[src/rtl/pong_pkg.sv]
// Shared state encoding and playfield/paddle geometry for the pong game logic,
// also used by the renderer and the paddle scaler.
package pong_pkg;

    typedef enum logic [1:0] {
        QI      = 2'b00,
        QGAME_1 = 2'b01,
        QGAME_2 = 2'b10,
        QDONE   = 2'b11
    } game_state_e;

    // Geometry is 12 bits wide so collision sums never wrap.
    localparam logic [11:0] SCREEN_W   = 12'd640;
    localparam logic [11:0] SCREEN_H   = 12'd480;
    localparam logic [11:0] BALL_SIZE  = 12'd10;
    localparam logic [11:0] BALL_SPEED = 12'd2;
    localparam logic [11:0] P1_X       = 12'd20;
    localparam logic [11:0] P2_X       = 12'd610;
    localparam logic [11:0] PADDLE_W   = 12'd10;
    localparam logic [11:0] PADDLE_H   = 12'd50;

    localparam logic [11:0] BALL_X0 = (SCREEN_W - BALL_SIZE) / 12'd2;
    localparam logic [11:0] BALL_Y0 = (SCREEN_H - BALL_SIZE) / 12'd2;

    localparam logic [3:0] WIN_SCORE    = 4'd10;
    localparam logic [5:0] SERVE_FRAMES = 6'd60;

endpackage

[src/rtl/pong_paddle_hit.sv]
// Detects the ball crossing a paddle face this frame while vertically
// overlapping the paddle; one instance per paddle.
module pong_paddle_hit
    import pong_pkg::*;
#(
    parameter bit          FACE_LEFT = 1'b1,
    parameter logic [11:0] FACE_X    = 12'd30
) (
    input  logic        approaching,
    input  logic [11:0] ball_x,
    input  logic [11:0] ball_y,
    input  logic [11:0] paddle_y,
    output logic        hit
);

    logic crossing;
    logic overlap;

    // A left face is met by the ball's left edge, a right face by its leading edge.
    always_comb begin
        if (FACE_LEFT)
            crossing = (ball_x >= FACE_X) && (ball_x < FACE_X + BALL_SPEED);
        else
            crossing = (ball_x + BALL_SIZE <= FACE_X) &&
                       (ball_x + BALL_SIZE + BALL_SPEED > FACE_X);
        overlap = (ball_y + BALL_SIZE > paddle_y) && (ball_y < paddle_y + PADDLE_H);
        hit     = approaching && crossing && overlap;
    end

endmodule

[src/rtl/pong_ball_engine.sv]
// Pong game logic: ball motion, wall/paddle bounces, scoring and game state,
// advanced once per frame tick.
module pong_ball_engine
    import pong_pkg::*;
(
    input  logic        clk,
    input  logic        reset,
    input  logic        start,
    input  logic        frame_tick,
    input  logic [9:0]  p1_y,
    input  logic [9:0]  p2_y,
    output logic [10:0] ball_x,
    output logic [9:0]  ball_y,
    output logic [3:0]  p1_score,
    output logic [3:0]  p2_score,
    output logic [1:0]  state,
    output logic        score_pulse
);

    game_state_e state_q;
    logic [5:0]  serve_cnt;
    logic        dx_right, dy_down;
    logic [11:0] bx, by, p1y, p2y, x_next, y_next;
    logic        dx_next, dy_next, hit_l, hit_r, miss_l, miss_r;
    logic [3:0]  p1_inc, p2_inc;

    assign bx    = {1'b0, ball_x};
    assign by    = {2'b00, ball_y};
    assign p1y   = {2'b00, p1_y};
    assign p2y   = {2'b00, p2_y};
    assign state = state_q;

    pong_paddle_hit #(.FACE_LEFT(1'b1), .FACE_X(P1_X + PADDLE_W)) u_hit_left (
        .approaching(!dx_right), .ball_x(bx), .ball_y(by), .paddle_y(p1y), .hit(hit_l)
    );

    pong_paddle_hit #(.FACE_LEFT(1'b0), .FACE_X(P2_X)) u_hit_right (
        .approaching(dx_right), .ball_x(bx), .ball_y(by), .paddle_y(p2y), .hit(hit_r)
    );

    // The two axes resolve independently, so a wall and a paddle bounce can share a tick.
    always_comb begin
        y_next  = by;
        dy_next = dy_down;
        x_next  = bx;
        dx_next = dx_right;
        miss_l  = !dx_right && (bx < BALL_SPEED);
        miss_r  = dx_right && (bx + BALL_SIZE + BALL_SPEED > SCREEN_W);
        if (!dy_down) begin
            if (by < BALL_SPEED) begin
                y_next  = '0;
                dy_next = 1'b1;
            end else begin
                y_next = by - BALL_SPEED;
            end
        end else if (by + BALL_SIZE + BALL_SPEED > SCREEN_H) begin
            y_next  = SCREEN_H - BALL_SIZE;
            dy_next = 1'b0;
        end else begin
            y_next = by + BALL_SPEED;
        end
        if (hit_l) begin
            x_next  = P1_X + PADDLE_W;
            dx_next = 1'b1;
        end else if (hit_r) begin
            x_next  = P2_X - BALL_SIZE;
            dx_next = 1'b0;
        end else if (dx_right) begin
            x_next = bx + BALL_SPEED;
        end else begin
            x_next = bx - BALL_SPEED;
        end
        p1_inc = (p1_score == WIN_SCORE) ? p1_score : p1_score + 4'd1;
        p2_inc = (p2_score == WIN_SCORE) ? p2_score : p2_score + 4'd1;
    end

    always_ff @(posedge clk) begin
        if (reset) begin
            state_q     <= QI;
            ball_x      <= 11'(BALL_X0);
            ball_y      <= 10'(BALL_Y0);
            p1_score    <= '0;
            p2_score    <= '0;
            score_pulse <= 1'b0;
            dx_right    <= 1'b1;
            dy_down     <= 1'b0;
            serve_cnt   <= '0;
        end else begin
            score_pulse <= 1'b0;
            case (state_q)
                QI: begin
                    ball_x   <= 11'(BALL_X0);
                    ball_y   <= 10'(BALL_Y0);
                    p1_score <= '0;
                    p2_score <= '0;
                    if (start) begin
                        state_q   <= QGAME_1;
                        dx_right  <= 1'b1;
                        dy_down   <= 1'b0;
                        serve_cnt <= '0;
                    end
                end
                QGAME_1: begin
                    ball_x <= 11'(BALL_X0);
                    ball_y <= 10'(BALL_Y0);
                    if (!start) begin
                        state_q  <= QI;
                        p1_score <= '0;
                        p2_score <= '0;
                    end else if (frame_tick) begin
                        if (serve_cnt == SERVE_FRAMES - 6'd1)
                            state_q <= QGAME_2;
                        else
                            serve_cnt <= serve_cnt + 6'd1;
                    end
                end
                QGAME_2: begin
                    if (!start) begin
                        state_q  <= QI;
                        ball_x   <= 11'(BALL_X0);
                        ball_y   <= 10'(BALL_Y0);
                        p1_score <= '0;
                        p2_score <= '0;
                    end else if (frame_tick) begin
                        // A paddle hit always wins over a miss on the same tick.
                        if (!hit_l && !hit_r && (miss_l || miss_r)) begin
                            score_pulse <= 1'b1;
                            ball_x      <= 11'(BALL_X0);
                            ball_y      <= 10'(BALL_Y0);
                            dy_down     <= 1'b0;
                            serve_cnt   <= '0;
                            if (miss_r) begin
                                p1_score <= p1_inc;
                                dx_right <= 1'b1;
                                state_q  <= (p1_inc == WIN_SCORE) ? QDONE : QGAME_1;
                            end else begin
                                p2_score <= p2_inc;
                                dx_right <= 1'b0;
                                state_q  <= (p2_inc == WIN_SCORE) ? QDONE : QGAME_1;
                            end
                        end else begin
                            ball_x   <= 11'(x_next);
                            ball_y   <= 10'(y_next);
                            dx_right <= dx_next;
                            dy_down  <= dy_next;
                        end
                    end
                end
                QDONE: begin
                    if (!start) begin
                        state_q  <= QI;
                        ball_x   <= 11'(BALL_X0);
                        ball_y   <= 10'(BALL_Y0);
                        p1_score <= '0;
                        p2_score <= '0;
                    end
                end
                default: state_q <= QI;
            endcase
        end
    end

endmodule
[config.mk]
export PLATFORM = sky130hd
export DESIGN_NAME = pong_ball_engine
export DESIGN_NICKNAME = d
export VERILOG_FILES = /design/src/rtl/pong_pkg.sv /design/src/rtl/pong_paddle_hit.sv /design/src/rtl/pong_ball_engine.sv
export SDC_FILE = /design/constraint.sdc
export NUM_CORES = 1
export LEC_CHECK = 0
export BUFFER_PORTS_ARGS = -buffer_cell sky130_fd_sc_hd__buf_4
export CAP_MARGIN = 20
export CORE_ASPECT_RATIO = 0.75
export CORE_MARGIN = 10
export CORE_UTILIZATION = 40
export CTS_BUF_LIST = sky130_fd_sc_hd__clkbuf_8
export CTS_CLUSTER_SIZE = 8
export DETAILED_ROUTE_END_ITERATION = 10
export SETUP_SLACK_MARGIN = 0.2
export SLEW_MARGIN = 20
export SYNTH_ARGS = -nofsm -noshare
export SYNTH_HDL_FRONTEND = slang
export SYNTH_SLANG_ARGS = --single-unit
export TNS_END_PERCENT = 20
[constraint.sdc]
create_clock -name clk -period 4.2 [get_ports clk]
set_input_delay 0.63 -clock clk [delete_from_list [all_inputs] [get_ports clk]]
set_output_delay 0.63 -clock clk [all_outputs]
set_load 0.02 [all_outputs]
* Yosys cells after proc, flatten, opt, wreduce, memory -nomap -nowiden
Cells that the tools add are included.
** Word-level totals
- Bits of input ports :: 24
- Bits in registers :: 40
- Logic and storage cells :: 156
- Output and inout port bits :: 32
** Operators by class
- Multiplexer cells :: 66
- $add $sub $neg :: 13
- Bitwise logic cells :: 3
- Reduce and logical (&&, ||, !) cells :: 29
- Magnitude comparators :: 12
- Eq/ne operators :: 24
** Operators by type and width (number)
- 11-bit two-way mux :: 7
- 10-bit two-way mux :: 7
- 4-bit two-way mux :: 11
- 6-bit two-way mux :: 7
- 11-bit one-hot mux with 3 select lines :: 1
- 10-bit one-hot mux with 3 select lines :: 1
- 12-bit by 2-bit adder with 12-bit output (second input constant) :: 2
- 12-bit by 10-bit greater-than comparator with 1-bit output :: 2
- 12-bit by 10-bit greater-than comparator with 1-bit output (second input constant) :: 2
- 10-bit by 12-bit < comparator with 1-bit output :: 2
- 4-bit one-hot mux with 3 select lines :: 2
- 10-bit by 6-bit adder with 11-bit output (second input constant) :: 2
- 2-bit two-way mux :: 11
- 2-bit != test (second input constant) :: 9
- 3-bit != test (second input constant) :: 6
- 6-bit one-hot mux with 3 select lines :: 1
- 4-bit == test (second input constant) :: 4
- 1-bit two-way mux :: 15
- 11-bit by 4-bit adder with 12-bit output (second input constant) :: 1
- 12-bit by 9-bit greater-than comparator with 1-bit output (second input constant) :: 1
- 12-bit by 10-bit less-or-equal comparator with 1-bit output (second input constant) :: 1
- 1-bit logical AND :: 12
- 4-bit AND reduction :: 3
- 10-bit by 4-bit adder with 11-bit output (second input constant) :: 1
- 28 further kinds :: 36

* Depth between registers and ports, before layout
Gate-level depths: netlist (run 1).
- Depth after elaboration :: 13
- Gate-level depth with buffers :: 17

* Hierarchy
A second synthesis (run 1) with hierarchy kept.
** Second synthesis, totals
- Cells, all modules :: 700
- Area, all modules :: 5211.2 um^2
** By module, submodules not included
- pong_ball_engine :: instances 1, area each 2882.8 um^2, seq. area each 800.8 um^2, cells an instance 375
- pong_paddle_hit at u_hit_right :: instances 1, area each 1463.9 um^2, seq. area each 0.0 um^2, cells an instance 206
- pong_paddle_hit at u_hit_left :: instances 1, area each 864.6 um^2, seq. area each 0.0 um^2, cells an instance 119

* Worst setup path after synthesis (run 1)
No wires, ideal clock.
- Path type :: reg-to-reg
- From :: register ball_x[3]
- To :: register p1_score[2]
- Stages on the path, launching flop included :: 16
- Required time :: 4130 ps
- Buffers on the path :: 3
- Clock period less this slack :: 3899 ps
- Arrival time :: 3829 ps
- Slack :: 301 ps
- Setup time :: 70 ps
- Path through :: dfxtp_1 -> buf_2 -> clkbuf_1 -> inv_1 -> ha_1 -> and3b_1 -> o21a_1 -> o21a_1 -> o31a_1 -> or3b_1 -> o32a_1 -> o2111ai_2 -> buf_6 -> nand2_2 -> or4_1 -> a21oi_1
** Between the ends
- Longest elaborated chain between the ends :: 11
- Elaborated cells on any way between the ends :: 24
** RTL lines
- start, declared :: line pong_ball_engine.sv:12 : output logic [10:0] ball_x,
- start signal, assigned :: line pong_ball_engine.sv:80 : ball_x <= 11'(BALL_X0);
- start signal, assigned :: line pong_ball_engine.sv:92 : ball_x <= 11'(BALL_X0);
- start signal, assigned :: line pong_ball_engine.sv:104 : ball_x <= 11'(BALL_X0);
- 11-bit by 4-bit adder with 12-bit output :: line pong_paddle_hit.sv:24, pong_paddle_hit.sv:25, pong_ball_engine.sv:48
- 12-bit by 2-bit adder with 12-bit output
- 12-bit by 10-bit greater-than comparator with 1-bit output :: line pong_paddle_hit.sv:25 : (ball_x + BALL_SIZE + BALL_SPEED > FACE_X);
- 1-bit logical AND :: line pong_paddle_hit.sv:24 : crossing = (ball_x + BALL_SIZE <= FACE_X) &&
- 1-bit logical AND (2 in series) :: line pong_paddle_hit.sv:27 : hit = approaching && crossing && overlap;
- 1-bit logical NOT :: line pong_ball_engine.sv:126 : if (!hit_l && !hit_r && (miss_l || miss_r)) begin
- 1-bit logical AND (2 in series) :: line pong_ball_engine.sv:126
- 3-bit != test (no source line)
- 4-bit AND reduction (no source line) *
- end signal, assigned :: line pong_ball_engine.sv:133 : p1_score <= p1_inc;
- end, declared :: line pong_ball_engine.sv:14 : output logic [3:0] p1_score,
Every way passes the cells marked *; elsewhere a longest branch is shown, timed or not.
A chain may end at the register's enable or synchronous reset.

* Final worst setup path (run 1)
- From :: register ball_x[6]
- To :: register ball_x[8]
** Between the ends
- Longest elaborated chain between the ends :: 13
- Elaborated cells on any way between the ends :: 30
** RTL lines
- 11-bit by 4-bit adder with 12-bit output :: line pong_paddle_hit.sv:24, pong_paddle_hit.sv:25, pong_ball_engine.sv:48
- 12-bit by 2-bit adder with 12-bit output
- 12-bit by 10-bit greater-than comparator with 1-bit output :: line pong_paddle_hit.sv:25
- 1-bit logical AND :: line pong_paddle_hit.sv:24
- 1-bit logical AND (2 in series) :: line pong_paddle_hit.sv:27
- 1-bit logical NOT :: line pong_ball_engine.sv:126
- 1-bit logical AND (2 in series) :: line pong_ball_engine.sv:126
- 11-bit two-way mux * :: line pong_ball_engine.sv:126
- 11-bit two-way mux * :: line pong_ball_engine.sv:124 : end else if (frame_tick) begin
- 11-bit two-way mux * :: line pong_ball_engine.sv:118 : if (!start) begin
- 11-bit one-hot mux with 3 select lines * :: line pong_ball_engine.sv:90 : case (state_q)
Every way passes the cells marked *; elsewhere a longest branch is shown, timed or not. The select of a mux whose other input is x is not followed.

==> results of run 1 <==
## worst paths after layout
kind	cells after the start	to	slack [ns]
hold / removal	1	serve_cnt[0]$_SDFFE_PP0P_	0.55
setup / recovery	11	ball_x[8]$_SDFFE_PP1P_	0.43
hold reg to reg	1	serve_cnt[0]$_SDFFE_PP0P_	0.55
setup reg to reg	11	ball_x[8]$_SDFFE_PP1P_	0.43
## worst max-delay path, cell delays in order (launching register included)
cell and delay (ns):
sky130_fd_sc_hd__dfxtp_1 0.71, sky130_fd_sc_hd__o2111ai_1 0.41, sky130_fd_sc_hd__o21a_1 0.31, sky130_fd_sc_hd__or2_2 0.36, sky130_fd_sc_hd__xnor2_1 0.14, sky130_fd_sc_hd__a31oi_1 0.31, sky130_fd_sc_hd__o32a_1 0.25, sky130_fd_sc_hd__o2111ai_4 0.23
sky130_fd_sc_hd__a21oi_1 0.27, sky130_fd_sc_hd__o21bai_1 0.08, sky130_fd_sc_hd__buf_4 0.21, sky130_fd_sc_hd__or3_1 0.36
## cell families after synthesis
family	share of synthesized area, %
AND/OR/NAND/NOR	27.50
AO/OA/AOI/OAI	28.06
buffers and inverters	6.600
adder cells (fa/ha/maj)	14.53
flip-flops	16.31
XOR/XNOR	6.600
multiplexers	0.4078
## flip-flops by register name, summed over array words and instances (netlist names)
signal and flops:
dy_down 1, ball_y 10, ball_x 11, state 2
dx_right 1, p2_score 4, serve_cnt 6, p1_score 4
score_pulse 1
## cell usage after synthesis (9+ instances only)
cell                       number  share of area, %
sky130_fd_sc_hd__a21o_1         9               1.4
sky130_fd_sc_hd__a21oi_1       38               3.9
sky130_fd_sc_hd__a31oi_1       19               2.4
sky130_fd_sc_hd__and3_1        12               1.5
sky130_fd_sc_hd__clkbuf_1      25               1.9
sky130_fd_sc_hd__dfxtp_1       40                16
sky130_fd_sc_hd__ha_1          57                15
sky130_fd_sc_hd__inv_1         45               3.4
sky130_fd_sc_hd__nand2_1       56               4.3
sky130_fd_sc_hd__nand2b_1      12               1.5
sky130_fd_sc_hd__nand3_1       23               2.3
sky130_fd_sc_hd__nand4_1       13               1.7
sky130_fd_sc_hd__nor2_1        57               4.4
sky130_fd_sc_hd__nor3_1        27               2.8
sky130_fd_sc_hd__o21a_1        11               1.7
sky130_fd_sc_hd__o21ai_0       33               3.4
sky130_fd_sc_hd__or3_1         12               1.5
sky130_fd_sc_hd__xnor2_1       33               5.9
## final cells by class
cell class	instances	area, µm²	area share, %
multi-input combinational	555	3815	67.06
sequential	40	803.3	14.12
timing repair buffer	77	578.1	10.16
tap	162	202.7	3.563
inverter	45	168.9	2.969
clock buffer	6	82.58	1.452
clock inverter	2	38.79	0.6818
## power breakdown
| group | internal (mW) | switching [mW] | leakage [nW] |
|---|---|---|---|
| Sequential | 0.380 | 0.00306 | 0.324 |
| Combinational | 0.0663 | 0.0796 | 1.96 |
| Clock | 0.195 | 0.148 | 0.0614 |
| Total | 0.641 | 0.230 | 2.35 |
## metal layers
metal / GRT usage (%) / vias up / share of wire [%]
met5: 0 / - / 0
met4: 3.557 / 0 / 1.0
met3: 2.415 / 19 / 7.1
met2: 26.77 / 199 / 43
met1: 24.52 / 2535 / 49
li1: - / 2609 / -
## what timing repair did
action	in CTS	in global routing
endpoints found under the hold margin	0	0
resized for setup	0	7
endpoints found under the setup margin	0	32
==> results.rst, run 1 <==
.. list-table::
   :header-rows: 1

   * - Metric
     - Value
   * - Die height
     - 115.9 µm
   * - Yosys warning total
     - 0
   * - Most used cells in the layout excluding fill and tap cells
     - sky130_fd_sc_hd__buf_4, sky130_fd_sc_hd__nand2_1, sky130_fd_sc_hd__nor2_1, sky130_fd_sc_hd__ha_1, sky130_fd_sc_hd__inv_1
   * - Time the worst path needs with I/O delays and setup
     - 3.773 ns
   * - Leakage power
     - 2.346 nW
   * - Post-synth ARST share
     - 0%
   * - Maximum fanout count along the critical path
     - 16
   * - Number of synthesized flops with an enable pin
     - 0
   * - Vias in the first global route
     - 4996
   * - Num CTS Buffers
     - 5
   * - CP Launch Type
     - register
   * - Fin cells
     - 887
   * - Most common cell after layout, fill and taps aside
     - sky130_fd_sc_hd__buf_4
   * - Effective utilization at floorplan
     - 41.66%
   * - Layout Nets
     - 805
   * - Setup violators final
     - 0
   * - Final critical-path setup slack
     - 0.4266 ns
   * - Count of routing violations after the opening detailed-route iteration
     - 464
   * - Final Slew Violations
     - 0
   * - Post-synthesis to final-layout area growth
     - 15.88%
   * - Class of the most critical setup path
     - register to register
   * - Number of nets with antenna violations after routing
     - 0
   * - CP Data Arrival Time
     - 3.95 ns
   * - Fin area
     - 5689 µm²
   * - Clk slew on worst S/H paths
     - 0.09 ns
   * - Most used flip-flop cell after synthesis
     - sky130_fd_sc_hd__dfxtp_1
   * - Post-DP HPWL
     - 12060 µm
   * - Highest clock rate
     - 0.2650 GHz
   * - Detailed-routing iteration count for the pre-antenna-repair pass
     - 8
   * - Required time reported for the critical path endpoint
     - 4.38 ns
   * - Worst Hold Class
     - register to register
   * - Crit path launch
     - ball_x[6]$_SDFFE_PP0P_
   * - Tightest hold margin
     - 0.5480 ns
   * - GRT overflow
     - 0
   * - Antenna violations before repair
     - 0
   * - Slew at the pin with the worst max-slew slack
     - 0.6455 ns
   * - Gp weighted congestion
     - 0.8884
   * - Remaining design rule violation count
     - 0
   * - Syn Nets
     - 757
   * - Share of final-layout standard cells stronger than drive strength 1
     - 14.34%
   * - VDD IR-drop max
     - 0.0001594 V
   * - TNS Setup
     - 0 ns
   * - Core footprint
     - 11780 µm²
   * - Post-detailed-route via-to-cell ratio
     - 6.045
   * - Global-route wire length before repair
     - 24930 µm
   * - Final hold violation count
     - 0
   * - Clk_skew
     - 0.01435 ns
   * - Deepest clock path buffer count
     - 2
   * - Unique masters post-synth
     - 70
   * - Ant. Diodes
     - 0
   * - Number of maximum-capacitance constraint violations
     - 0
   * - Type of element capturing the critical path
     - register
   * - Cell area power density
     - 153.2 nW/µm²
   * - Standard-cell rows
     - 34
   * - Die Footprint
     - 17150 µm²
   * - Relative slew margins
     - 56.96%
   * - Flip-flop and latch count after synthesis
     - 40
   * - Placed cell area
     - 5535 µm²
   * - Post-cts hold buffer count
     - 0
   * - Fillers
     - 1225
   * - Setup repair after global routing missed its margin
     - false
   * - R2R Path Start
     - ball_x[6]$_SDFFE_PP0P_
   * - Final wirelength
     - 15390 µm
   * - Post-placement cell count
     - 879
   * - Sequential cell area fraction in the yosys report
     - 16.31%
   * - Number of I/O port buffers
     - 55
   * - Number of post-CTS setup repair buffers
     - 0
   * - Post-placement setup slack
     - 0.2886 ns
   * - Number of sinks driven by the clock tree
     - 40
   * - I/O pin total
     - 56
   * - Cell at the root of the clock tree
     - sky130_fd_sc_hd__clkbuf_8
   * - Synthesized instance count
     - 676
   * - Clock tree from TritonCTS
     - yes
   * - Share of the core filled with cells in the final layout
     - 48.28%
   * - Maximum number of pins on one net before global-route repair
     - 27
   * - Startpoint of the most critical hold path
     - serve_cnt[0]$_SDFFE_PP0P_
   * - Die Width
     - 147.9 µm
   * - Routed length per placed instance
     - 17.35 µm
   * - Overall routing resource usage
     - 17.14%
   * - Synthesized area per cell
     - 7.263 µm²
   * - Final Cycle Share
     - 89.84%
   * - Total power
     - 0.8716 mW
   * - Post-synthesis cell area
     - 4910 µm²
   * - Run status
     - finished clean
   * - Worst-Skew Late Latency
     - 0.30 ns
   * - Number of H-tree levels
     - 2
   * - Routed via count
     - 5362
(Power assumes the default switching activity.)
==> run 2, diff against run 1 <==
- RECOVER_POWER: unset -> 50
==> results.rst, run 2 (synthesis gave the netlist of run 1 again) <==
.. list-table::
   :header-rows: 1

   * - Metric
     - Value
   * - Number of H-tree levels
     - 2 (unchanged)
   * - Final wirelength
     - 15300 µm (-0.59%)
   * - Worst-Skew Late Latency
     - 0.30 ns (about the same)
   * - Clk slew on worst S/H paths
     - 0.09 ns (about the same)
   * - Count of routing violations after the opening detailed-route iteration
     - 492 (+6.0%)
   * - Post-synthesis to final-layout area growth
     - 13.91%
   * - Overall routing resource usage
     - 17.14% (unchanged)
   * - Maximum number of pins on one net before global-route repair
     - 27 (unchanged)
   * - Switching Fraction
     - 26.30% (-0.13 points)
   * - I/O pin total
     - 56 (unchanged)
   * - Number of sinks driven by the clock tree
     - 40 (unchanged)
   * - Number of nets with antenna violations after routing
     - 0 (unchanged)
   * - GRT overflow
     - 0 (unchanged)
   * - VDD IR-drop max
     - 0.0001589 V (-0.28%)
   * - Worst Hold Class
     - register to register
   * - Number of post-CTS setup repair buffers
     - 0 (unchanged)
   * - Layout Nets
     - 805 (unchanged)
   * - Post-detailed-route via-to-cell ratio
     - 6.018 (-0.45%)
   * - Combinational share of power
     - 16.7% (about the same)
   * - Run status
     - finished clean
   * - Die Width
     - 147.9 µm (unchanged)
   * - Effective utilization at floorplan
     - 41.66% (unchanged)
   * - Routed length per placed instance
     - 17.25 µm (-0.59%)
   * - Leakage power
     - 2.248 nW (-4.2%)
   * - Gp weighted congestion
     - 0.8884 (unchanged)
   * - Post-cts hold buffer count
     - 0 (unchanged)
   * - Final Cycle Share
     - 91.38% (+1.5 points)
   * - Setup repair after global routing missed its margin
     - false
   * - Clk_skew
     - 0.01315 ns (-0.001208 ns)
   * - Type of element capturing the critical path
     - register
   * - Final Slew Violations
     - 0 (unchanged)
   * - Cell type with the highest occurrence count on the critical path
     - sky130_fd_sc_hd__xnor2_1
   * - P_int
     - 0.6406 mW (-0.10%)
   * - Gate family responsible for the most delay along the worst path
     - compound AO/OA/AOI/OAI gates
   * - Clock tree from TritonCTS
     - yes
   * - Flip-flop count of the largest register after layout
     - 11 (unchanged)
   * - Net switching power
     - 0.2286 mW (-0.75%)
   * - Post-DP HPWL
     - 12060 µm (unchanged)
   * - Clock share of power
     - 39.2% (about the same)
   * - Relative slew margins
     - 54.46% (-2.5 points)
   * - CP peak stage delay
     - 0.51 ns (-0.20 ns)
   * - Antenna violations before repair
     - 0 (unchanged)
   * - Global-route wire length before repair
     - 24930 µm (unchanged)
   * - Die Footprint
     - 17150 µm² (unchanged)
   * - Most used cells in the layout excluding fill and tap cells
     - sky130_fd_sc_hd__nand2_1, sky130_fd_sc_hd__nor2_1, sky130_fd_sc_hd__ha_1
   * - Sum of buffers and inverters on the critical path
     - 1 (unchanged)
   * - Cells along the critical path
     - ha_2, o21ai_0, xnor2_1, o2111ai_1, xnor2_1, a31oi_1, o32a_1, o2111ai_4, a21oi_1, o21bai_1, buf_4, or3_1
   * - Maximum fanout count along the critical path
     - 13 (-3)
   * - Ant. Diodes
     - 0 (unchanged)
   * - Slew at the pin with the worst max-slew slack
     - 0.6831 ns (+0.03751 ns)
   * - Post-placement setup slack
     - 0.2886 ns (unchanged)
   * - Cell area power density
     - 155.4 nW/µm² (+1.4%)
   * - CP Data Arrival Time
     - 4.02 ns (+0.07 ns)
   * - TNS Setup
     - 0 ns (unchanged)
   * - Time the worst path needs with I/O delays and setup
     - 3.838 ns (+0.06448 ns)
   * - Top flop regs
     - ball_x (11), ball_y (10), serve_cnt (6)
   * - Die height
     - 115.9 µm (unchanged)
   * - Cell at the root of the clock tree
     - sky130_fd_sc_hd__clkbuf_8
   * - Sequential power share
     - 44.1% (about the same)
   * - Final hold violation count
     - 0 (unchanged)
   * - Setup violators final
     - 0 (unchanged)
   * - Highest clock rate
     - 0.2606 GHz (-1.7%)
   * - Num CTS Buffers
     - 5 (unchanged)
   * - Standard-cell rows
     - 34 (unchanged)
   * - Routed via count
     - 5338 (-0.45%)
   * - Core footprint
     - 11780 µm² (unchanged)
   * - Class of the most critical setup path
     - register to register
   * - Number of maximum-capacitance constraint violations
     - 0 (unchanged)
   * - Number of I/O port buffers
     - 55 (unchanged)
   * - Final critical-path setup slack
     - 0.3621 ns (-0.06448 ns)
   * - Vias in the first global route
     - 4996 (unchanged)
   * - Remaining design rule violation count
     - 0 (unchanged)
   * - Share of final-layout standard cells stronger than drive strength 1
     - 10.62% (-3.7 points)
   * - Number of resized instances in the post-cts repair step
     - 0 (unchanged)
   * - CP Launch Type
     - register
   * - Deepest clock path buffer count
     - 2 (unchanged)
   * - Critical path's slowest cell
     - sky130_fd_sc_hd__dfxtp_1
   * - Required time reported for the critical path endpoint
     - 4.38 ns (about the same)
   * - Largest register by flop count
     - ball_x
   * - Detailed-routing iteration count for the pre-antenna-repair pass
     - 5 (-3)
## run 2: cell types whose count changed in the layout (fill, tap and decap cells not counted), sizes merged
cell | before | now
buf | 77 | 52
clkbuf | 6 | 31
## run 2: worst reg2reg max path, cell delays in order (launching register included)
cell and delay [ns]:
sky130_fd_sc_hd__dfxtp_1 0.51, sky130_fd_sc_hd__ha_2 0.37, sky130_fd_sc_hd__o21ai_0 0.18, sky130_fd_sc_hd__xnor2_1 0.37, sky130_fd_sc_hd__o2111ai_1 0.33, sky130_fd_sc_hd__xnor2_1 0.22
sky130_fd_sc_hd__a31oi_1 0.31, sky130_fd_sc_hd__o32a_1 0.25, sky130_fd_sc_hd__o2111ai_4 0.23, sky130_fd_sc_hd__a21oi_1 0.27, sky130_fd_sc_hd__o21bai_1 0.08, sky130_fd_sc_hd__buf_4 0.21
sky130_fd_sc_hd__or3_1 0.37
## run 2: per-layer routing
layer	wire, µm	up-vias	GRT usage (%)	share of wire (%)
met2	6554	190	26.77	43
met5	0	-	0	0
li1	-	2603	-	-
met3	1004	19	2.415	6.6
met1	7576	2526	24.52	50
met4	162	0	3.557	1.1
## run 2: area by class of cell
cell class	count	area, µm²
Multi-Input combinational cell	555	3815
Clock buffer	6	82.58
Fill cell	1248	6191
Sequential cell	40	800.8
Timing Repair Buffer	77	484.2
Tap cell	162	202.7
Clock inverter	2	38.79
Inverter	45	168.9
## run 2: path summary, 6_finish.rpt
path	start	endpoint	slack (ns)	cells after the start
hold reg to reg	serve_cnt[0]$_SDFFE_PP0P_	serve_cnt[0]$_SDFFE_PP0P_	0.54	1
setup reg to reg	ball_x[2]$_SDFFE_PP0P_	ball_x[8]$_SDFFE_PP1P_	0.36	12
setup / recovery	ball_x[2]$_SDFFE_PP0P_	ball_x[8]$_SDFFE_PP1P_	0.36	12
hold / removal	serve_cnt[0]$_SDFFE_PP0P_	serve_cnt[0]$_SDFFE_PP0P_	0.54	1
## run 2: stage by stage
step	area (µm²)	utilization [%]	power [mW]	std cells	hold WS (ns)
global route	5593	47.46	0.9147	887	0.5905
finish	5593	47.46	0.8692	887	0.5448
global placement	5535	46.97	0.5323	879	0.5145
CTS	5657	48.00	0.8768	887	0.5448
floorplan	4910	-	0.4868	676	0.4910
detailed placement	5535	46.97	0.5363	879	0.5285
## run 2: power groups by stage
| stage | logic [mW] | registers, mW | clock network [mW] |
|---|---|---|---|
| finish | 0.145 | 0.383 | 0.341 |
| floorplan | 0.0942 | 0.393 | 0 |
| CTS | 0.145 | 0.383 | 0.348 |
| detailed placement | 0.144 | 0.392 | 0 |
| global route | 0.165 | 0.384 | 0.366 |
| global placement | 0.140 | 0.392 | 0 |
